File: src/rtl/instruction_fetch_unit.sv
// Instruction fetch sequencer: owns the PC, captures words from a combinational
// instruction memory and hands them to decode over a valid/ready handshake.
module instruction_fetch_unit #(
    parameter int unsigned              ADDR_WIDTH = 16,
    parameter int unsigned              DATA_WIDTH = 32,
    parameter int unsigned              MEM_DEPTH  = 256,
    parameter logic [ADDR_WIDTH-1:0]    RESET_PC   = '0
) (
    input  logic                  clk,
    input  logic                  reset_n,
    output logic [ADDR_WIDTH-1:0] inst_address,
    input  logic [DATA_WIDTH-1:0] read_data,
    output logic [DATA_WIDTH-1:0] instruction,
    output logic [ADDR_WIDTH-1:0] inst_pc,
    output logic                  inst_valid,
    input  logic                  inst_ready,
    input  logic                  redirect_valid,
    input  logic [ADDR_WIDTH-1:0] redirect_pc,
    input  logic                  halt_req,
    output logic                  halted,
    output logic                  fetch_fault,
    output logic [15:0]           retired_count
);

    typedef enum logic [1:0] {
        FETCH,
        VALID,
        HALTED,
        FAULT
    } state_t;

    // One extra bit so a depth of 2^ADDR_WIDTH never reports a fault
    localparam logic [ADDR_WIDTH:0] DEPTH = (ADDR_WIDTH+1)'(MEM_DEPTH);

    state_t                state;
    logic [ADDR_WIDTH-1:0] pc;
    logic                  in_range;

    assign inst_address = pc;
    assign in_range     = {1'b0, pc} < DEPTH;
    assign inst_valid   = (state == VALID);
    assign halted       = (state == HALTED);
    assign fetch_fault  = (state == FAULT);

    always_ff @(posedge clk or negedge reset_n) begin
        if (!reset_n) begin
            state         <= FETCH;
            pc            <= RESET_PC;
            instruction   <= '0;
            inst_pc       <= '0;
            retired_count <= '0;
        end else if (redirect_valid) begin
            pc    <= redirect_pc;
            state <= halt_req ? HALTED : FETCH;
        end else begin
            unique case (state)
                FETCH: begin
                    if (!in_range) begin
                        state <= FAULT;
                    end else if (halt_req) begin
                        state <= HALTED;
                    end else begin
                        instruction <= read_data;
                        inst_pc     <= pc;
                        state       <= VALID;
                    end
                end
                VALID: begin
                    if (inst_ready) begin
                        pc            <= pc + ADDR_WIDTH'(1);
                        retired_count <= retired_count + 16'd1;
                        state         <= halt_req ? HALTED : FETCH;
                    end else if (halt_req) begin
                        // Drop the word; PC is unchanged so it is refetched
                        state <= HALTED;
                    end
                end
                HALTED: begin
                    if (!halt_req) state <= FETCH;
                end
                FAULT: begin
                    state <= FAULT;
                end
            endcase
        end
    end

endmodule

File: config.mk
export PLATFORM = sky130hd
export DESIGN_NAME = instruction_fetch_unit
export DESIGN_NICKNAME = d
export VERILOG_FILES = /design/src/rtl/instruction_fetch_unit.sv
export SDC_FILE = /design/constraint.sdc
export NUM_CORES = 1
export LEC_CHECK = 0
export BUFFER_PORTS_ARGS = -buffer_cell sky130_fd_sc_hd__buf_2
export CAP_MARGIN = 20
export CORE_ASPECT_RATIO = 0.6
export CORE_MARGIN = 2
export CORE_UTILIZATION = 35
export CTS_BUF_LIST = sky130_fd_sc_hd__clkbuf_8 sky130_fd_sc_hd__clkbuf_16
export CTS_CLUSTER_SIZE = 16
export DETAILED_ROUTE_END_ITERATION = 8
export GPL_ROUTABILITY_DRIVEN = 1
export PLACE_DENSITY_LB_ADDON = 0.2
export SYNTH_ARGS = -nofsm -noshare
export SYNTH_HDL_FRONTEND = slang
export SYNTH_SLANG_ARGS = --single-unit
File: constraint.sdc
create_clock -name clk -period 2.23 [get_ports clk]
set_input_delay 0.446 -clock clk [delete_from_list [all_inputs] [get_ports clk]]
set_output_delay 0.446 -clock clk [all_outputs]
set_load 0.02 [all_outputs]
==> metrics.cfg, run 1 <==
[outcome]
outcome=complete, no violations

[setup_path]
crit_path_start_kind=flop
slowest_stage=nor4_1
r2r_start=inst_address[1]
cp_slowest_stage_delay_ns=0.47
cp-end-kind=flop
required_ns=2.44
critPathMaxFanout=7
cp_data_arrival_time_ns=2.07
critPathBufInv=0
startpoint=inst_address[1]
critical-path-top-delay-family=simple AND/OR/NAND/NOR gates
critPathKind=reg -> reg
r2r-end=inst_address[14]
crit_cells=5
reg2reg_depth=5
path_cells=ha_1, nand4b_2, nor4_1, nor3b_1, a221o_1
r2r_slack_ns=0.37
endpoint=inst_address[14]

[power_and_ir_drop]
p_per_area_nw_per_um2=758
pwr-share-clk_pct=42.4
peakVddDrop_uv=399
p_switching_uw=898
combPwrFrac_pct=12.1
sw_frac_of_total_pct=24.6
seqPwrFrac_pct=45.5
p_leak_uw=0.00263
finalPower_uw=3650
power.internal_uw=2760

[logic_synthesis]
synthesis.area_um2=3660
synth-seq-cells=82
synth_cells=277
yosysWarningCount=0
syn-num-nets=332
ys_types=35
syn_avg_cell_area_um2=13.2
synth.yosys.seq_area_share_pct=56.0

[clocking]
cts-root-buf=clkbuf_16
post_cts_resized=0
holdBufCountCts=0
cts_max_level=3
clk_pin_slew_ns=0.06
numCtsBuffers=9
postCtsSetupRepairBufs=0
cts.sinks=82
clk_path_buf_depth=2
cts_tree=yes
clk_latency_ns=0.33

[route]
viasPerCell=4.68
met1_length_um=4370
dr_total_vias=2601
drt_wl_total_um=8430
avgRoutedWirePerCell_um=15.2
drt_iter0_drc=189
drc=0
routed.top_layer=met4
drt_pre_antenna_iters=4
drtAntennaViolNets=0
dr_wl_met2_um=3220
route.met3.wl_um=751

[grt]
antenna_found_initial=0
grt-ovfl-total=0
grt_pass1_vias=2549
track_usage_pct=15.3
grt_max_degree=51
grt_pass1_wl_um=13500

[die]
die_height_um=83.2
core_area_um2=10000
rows=28
io_pins=136
dieArea_um2=11300
die_width_um=136
start_util_pct=36.5

[final_layout]
final_nets=471
insertedDiodeCount=0
fillCellCount=947
mostFrequentLayoutCell=buf_2
final_cell_mix=134 x buf_2, 82 x dfrtp_1, 38 x mux2_4
drive_above_1_share_pct=47.5
instances_no_fill=556
area_growth_pct=31.6

[placement]
numPlacedInstances=540
gp_congestion=0.796
place_hpwl_um=6140
io_buffers=135
detailedPlace.worstSlack_ns=0.393

[timing]
fmax_ghz=0.539
drv_slew=0
slew_headroom_pct=67.4
rsz0062_at_grt=false
tightest_slew_ns=0.490
fin_crit_sh_pct=83.2
setup_viol_count_final=0
fin_skew_ns=0.00472
fin_crit_ns=1.86
fin_ws_ns=0.374
hold_viol=0
tns_ns=0

[job]
cap_violations=0

[min_path]
min-delay-path-class=in -> async

registers in the layout (all words and copies together) (netlist names):
register	cells
instruction	32
retired_count	16
inst_address	16
inst_pc	16
state	2
how the worst min path moves through the flow:
stage / to / start / slack [ns] / depth (start not counted)
2_1_floorplan: inst_address[0] / reset_n / 0.15 / 0
3_3_place_gp: instruction[0] / reset_n / 0.45 / 1
3_5_place_dp: instruction[0] / reset_n / 0.45 / 1
4_1_cts: instruction[0] / reset_n / 0.09 / 1
5_1_grt: instruction[0] / reset_n / 0.11 / 1
6_report: instruction[0] / reset_n / 0.08 / 1
power by group through the flow:
| stage | sequential, uW | clock [uW] | combinational, uW |
|---|---|---|---|
| global route | 1680 | 1690 | 482 |
| finish | 1660 | 1550 | 440 |
| detailed placement | 1690 | 0 | 446 |
| floorplan | 1760 | 0 | 162 |
| global placement | 1680 | 0 | 443 |
| CTS | 1660 | 1610 | 447 |
cells in the mapped netlist, drive strengths merged:
cell type	number	area (um^2)
and4	3	26.3
nand3b	1	11.3
dfrtp	82	2050
xnor2	22	193
nor2b	4	25.0
nor3	6	30.0
and2	10	62.6
mux2i	3	30.0
nand4	9	62.6
mux2	39	582
a211oi	2	15.0
nand2	26	97.6
clkbuf	5	18.8
nand3	7	35.0
ha	2	25.0
a22oi	2	15.0
inv	3	11.3
a21oi	1	5.00
and4bb	1	12.5
xor2	3	26.3
nor4	8	77.6
o21bai	1	7.51
and3	3	18.8
a221o	3	30.0
nor2	7	26.3
nand4b	1	15.0
nor3b	3	22.5
o21ai	13	65.1
buf	7	62.6
cell families (layout without fill, tap and decap cells):
logic type	after synthesis	count (layout)	share of synthesized area (%)
AOI/OAI and AO/OA	22	22	3.76
xor gates and xnor gates	25	25	5.98
adders and majority gates	2	2	0.683
buffers and inverters	15	159	2.53
DFF	82	82	56.0
muxes	42	42	16.7
and+or+nand+nor	89	89	14.3
metrics by stage:
stage                     hold WS [ns]  util [%]  cell area, um^2
final                           0.0813      48.1             4820
after global routing             0.111      48.1             4820
after CTS                       0.0864      48.1             4820
after detailed placement         0.449      44.9             4500
after global placement           0.446      44.9             4500
after floorplan                  0.150         -             3660
metal layers:
| metal | track usage [%] | vias to the layer above |
|---|---|---|
| met4 | 4.26 | 0 |
| met2 | 19.4 | 94 |
| li1 | - | 1260 |
| met3 | 6.04 | 11 |
| met1 | 23.4 | 1236 |
| met5 | 0 | - |
cell type report:
| class | instances | area (um^2) | area share (%) |
|---|---|---|---|
| Clock inverter | 6 | 82.6 | 1.71 |
| Sequential cell | 82 | 2050 | 42.6 |
| Clock buffer | 10 | 239 | 4.96 |
| Timing Repair Buffer | 140 | 741 | 15.4 |
| Multi-Input combinational cell | 180 | 1530 | 31.6 |
| Inverter | 3 | 11.3 | 0.234 |
| Tap cell | 135 | 169 | 3.50 |
Power figures use the tool's default switching activity.
==> run 2, diff against run 1 <==
==> constraint.sdc (replaced) <==
create_clock -name clk -period 1.7 [get_ports clk]
set_input_delay 0.34 -clock clk [delete_from_list [all_inputs] [get_ports clk]]
set_output_delay 0.34 -clock clk [all_outputs]
set_load 0.02 [all_outputs]
==> run 2 against run 1 <==
  * Non-clock buffer count grew 20
  * Largest cell class unchanged
  * Design area grew 3.5%
  * First-iteration DRC count shrank 56%
  * Largest power group unchanged
  * Setup slack lost 0.34 ns
  * Sequential power grew 30%
  * Cell count grew 3.6%
  * Sequential share of layout area shrank 1.4 points
==> metrics.cfg, run 2 (same netlist as run 1, synthesis figures left out) <==
[route]
dr_total_vias=2697
dr_wl_met2_um=3360
drt_wl_total_um=8760
drtAntennaViolNets=0
route.met3.wl_um=647
routed.top_layer=met4
drc=0
viasPerCell=4.68
avgRoutedWirePerCell_um=15.2
drt_pre_antenna_iters=6
met1_length_um=4650
drt_iter0_drc=83

[placement]
place_hpwl_um=6410
numPlacedInstances=558
io_buffers=135
place_area_um2=4640
gp_congestion=0.790
detailedPlace.worstSlack_ns=-0.0252

[job]
cap_violations=0

[die]
io_pins=136
dieArea_um2=11300
core_area_um2=10000
die_width_um=136
die_height_um=83.2
start_util_pct=36.5
rows=28

[grt]
grt_pass1_wl_um=14100
track_usage_pct=16.1
antenna_found_initial=0
grt-ovfl-total=0
grt_pass1_vias=2597
grt_max_degree=38

[clocking]
cts_tree=yes
cts-root-buf=clkbuf_16
clk_pin_slew_ns=0.06
cts.sinks=82
clk_path_buf_depth=2
clk_latency_ns=0.34
numCtsBuffers=9
cts_max_level=3

[setup_path]
critPathMaxFanout=33
critPathBufInv=2
cp_slowest_stage_delay_ns=0.39
path_cells=nor4_2, buf_4, nand4_4, buf_12, mux2_4
crit_path_start_kind=flop
critPathKind=reg -> reg
critical-path-top-delay-family=simple AND/OR/NAND/NOR gates
required_ns=1.92
slowest_stage=dfrtp_1
cp_data_arrival_time_ns=1.89
cp-end-kind=flop

[final_layout]
final_cell_mix=134 x buf_2, 80 x dfrtp_1, 38 x mux2_4
final_nets=491
mostFrequentLayoutCell=buf_2
instances_no_fill=576
insertedDiodeCount=0
largest_reg_flops=32
largest-register=instruction
design_area_um2=4990
area_growth_pct=36.2
drive_above_1_share_pct=51.7

[power_and_ir_drop]
p_leak_uw=0.00271
p_per_area_nw_per_um2=940
peakVddDrop_uv=499

[timing]
fmax_ghz=0.599
whs_ns=0.211
fin_skew_ns=0.00394
tightest_slew_ns=0.361
drv_slew=0
setup_viol_count_final=0
hold_viol=0
fin_ws_ns=0.0319
fin_crit_ns=1.67
fin_crit_sh_pct=98.1
rsz0062_at_grt=true
slew_headroom_pct=75.9

[outcome]
outcome=complete, no violations

[min_path]
min-delay-path-class=in -> reg

## run 2: final cells by class
type                       instances  area [um^2]
tap                              135          169
fill                             928         5030
inverter                           3         11.3
clock buffer                      10          239
multi-input combinational        180         1570
timing repair buffer             160          897
clock inverter                     6         51.3
sequential                        82         2050
## run 2: layer usage
layer	GRT usage, %	vias up
met3	5.43	9
met5	0	-
met2	19.8	95
met4	4.55	0
met1	25.7	1296
li1	-	1297
## run 2: final timing paths
kind | slack, ns | endpoint | cells after the start | from
max | 0.03 | instruction[14] | 5 | inst_address[12]
min | 0.21 | inst_address[7] | 3 | redirect_pc[7]
min in group asynchronous | 0.45 | instruction[30] | 2 | reset_n
min reg2reg | 0.48 | retired_count[15] | 1 | retired_count[15]
max in group asynchronous | 0.61 | instruction[26] | 3 | reset_n
max reg2reg | 0.03 | instruction[14] | 5 | inst_address[12]
## run 2: per-stage QoR
| step | TNS, ns | util [%] | power, uW |
|---|---|---|---|
| after floorplan | 0 | - | 2520 |
| after global placement | -0.101 | 46.3 | 2850 |
| after detailed placement | -0.260 | 46.3 | 2860 |
| after CTS | -0.0162 | 49.4 | 4750 |
| after global routing | -1.16 | 49.8 | 4910 |
| final | 0 | 49.8 | 4690 |
## run 2: timing repair
action / CTS / global route
gates resized for setup: 3 / 4
pin swaps: 1 / 1
hold buffers: 1 / 0
endpoints found under the hold margin: 25 / 0
endpoints found under the setup margin: 14 / 46
buffers inserted: 0 / 1
## run 2: worst register-to-register path: cells and delay by family (launching register included)
kind | cells | cell delay [ns]
buf+inv | 2 | 0.40
mux | 1 | 0.34
simple gates | 2 | 0.43
flops | 1 | 0.39
## run 2: power breakdown
group | switching, uW | total [uW] | leakage, uW | internal [uW]
registers | 102 | 2150 | 0.00110 | 2050
logic | 386 | 679 | 0.00147 | 293
clock network | 811 | 1850 | 0.000133 | 1040
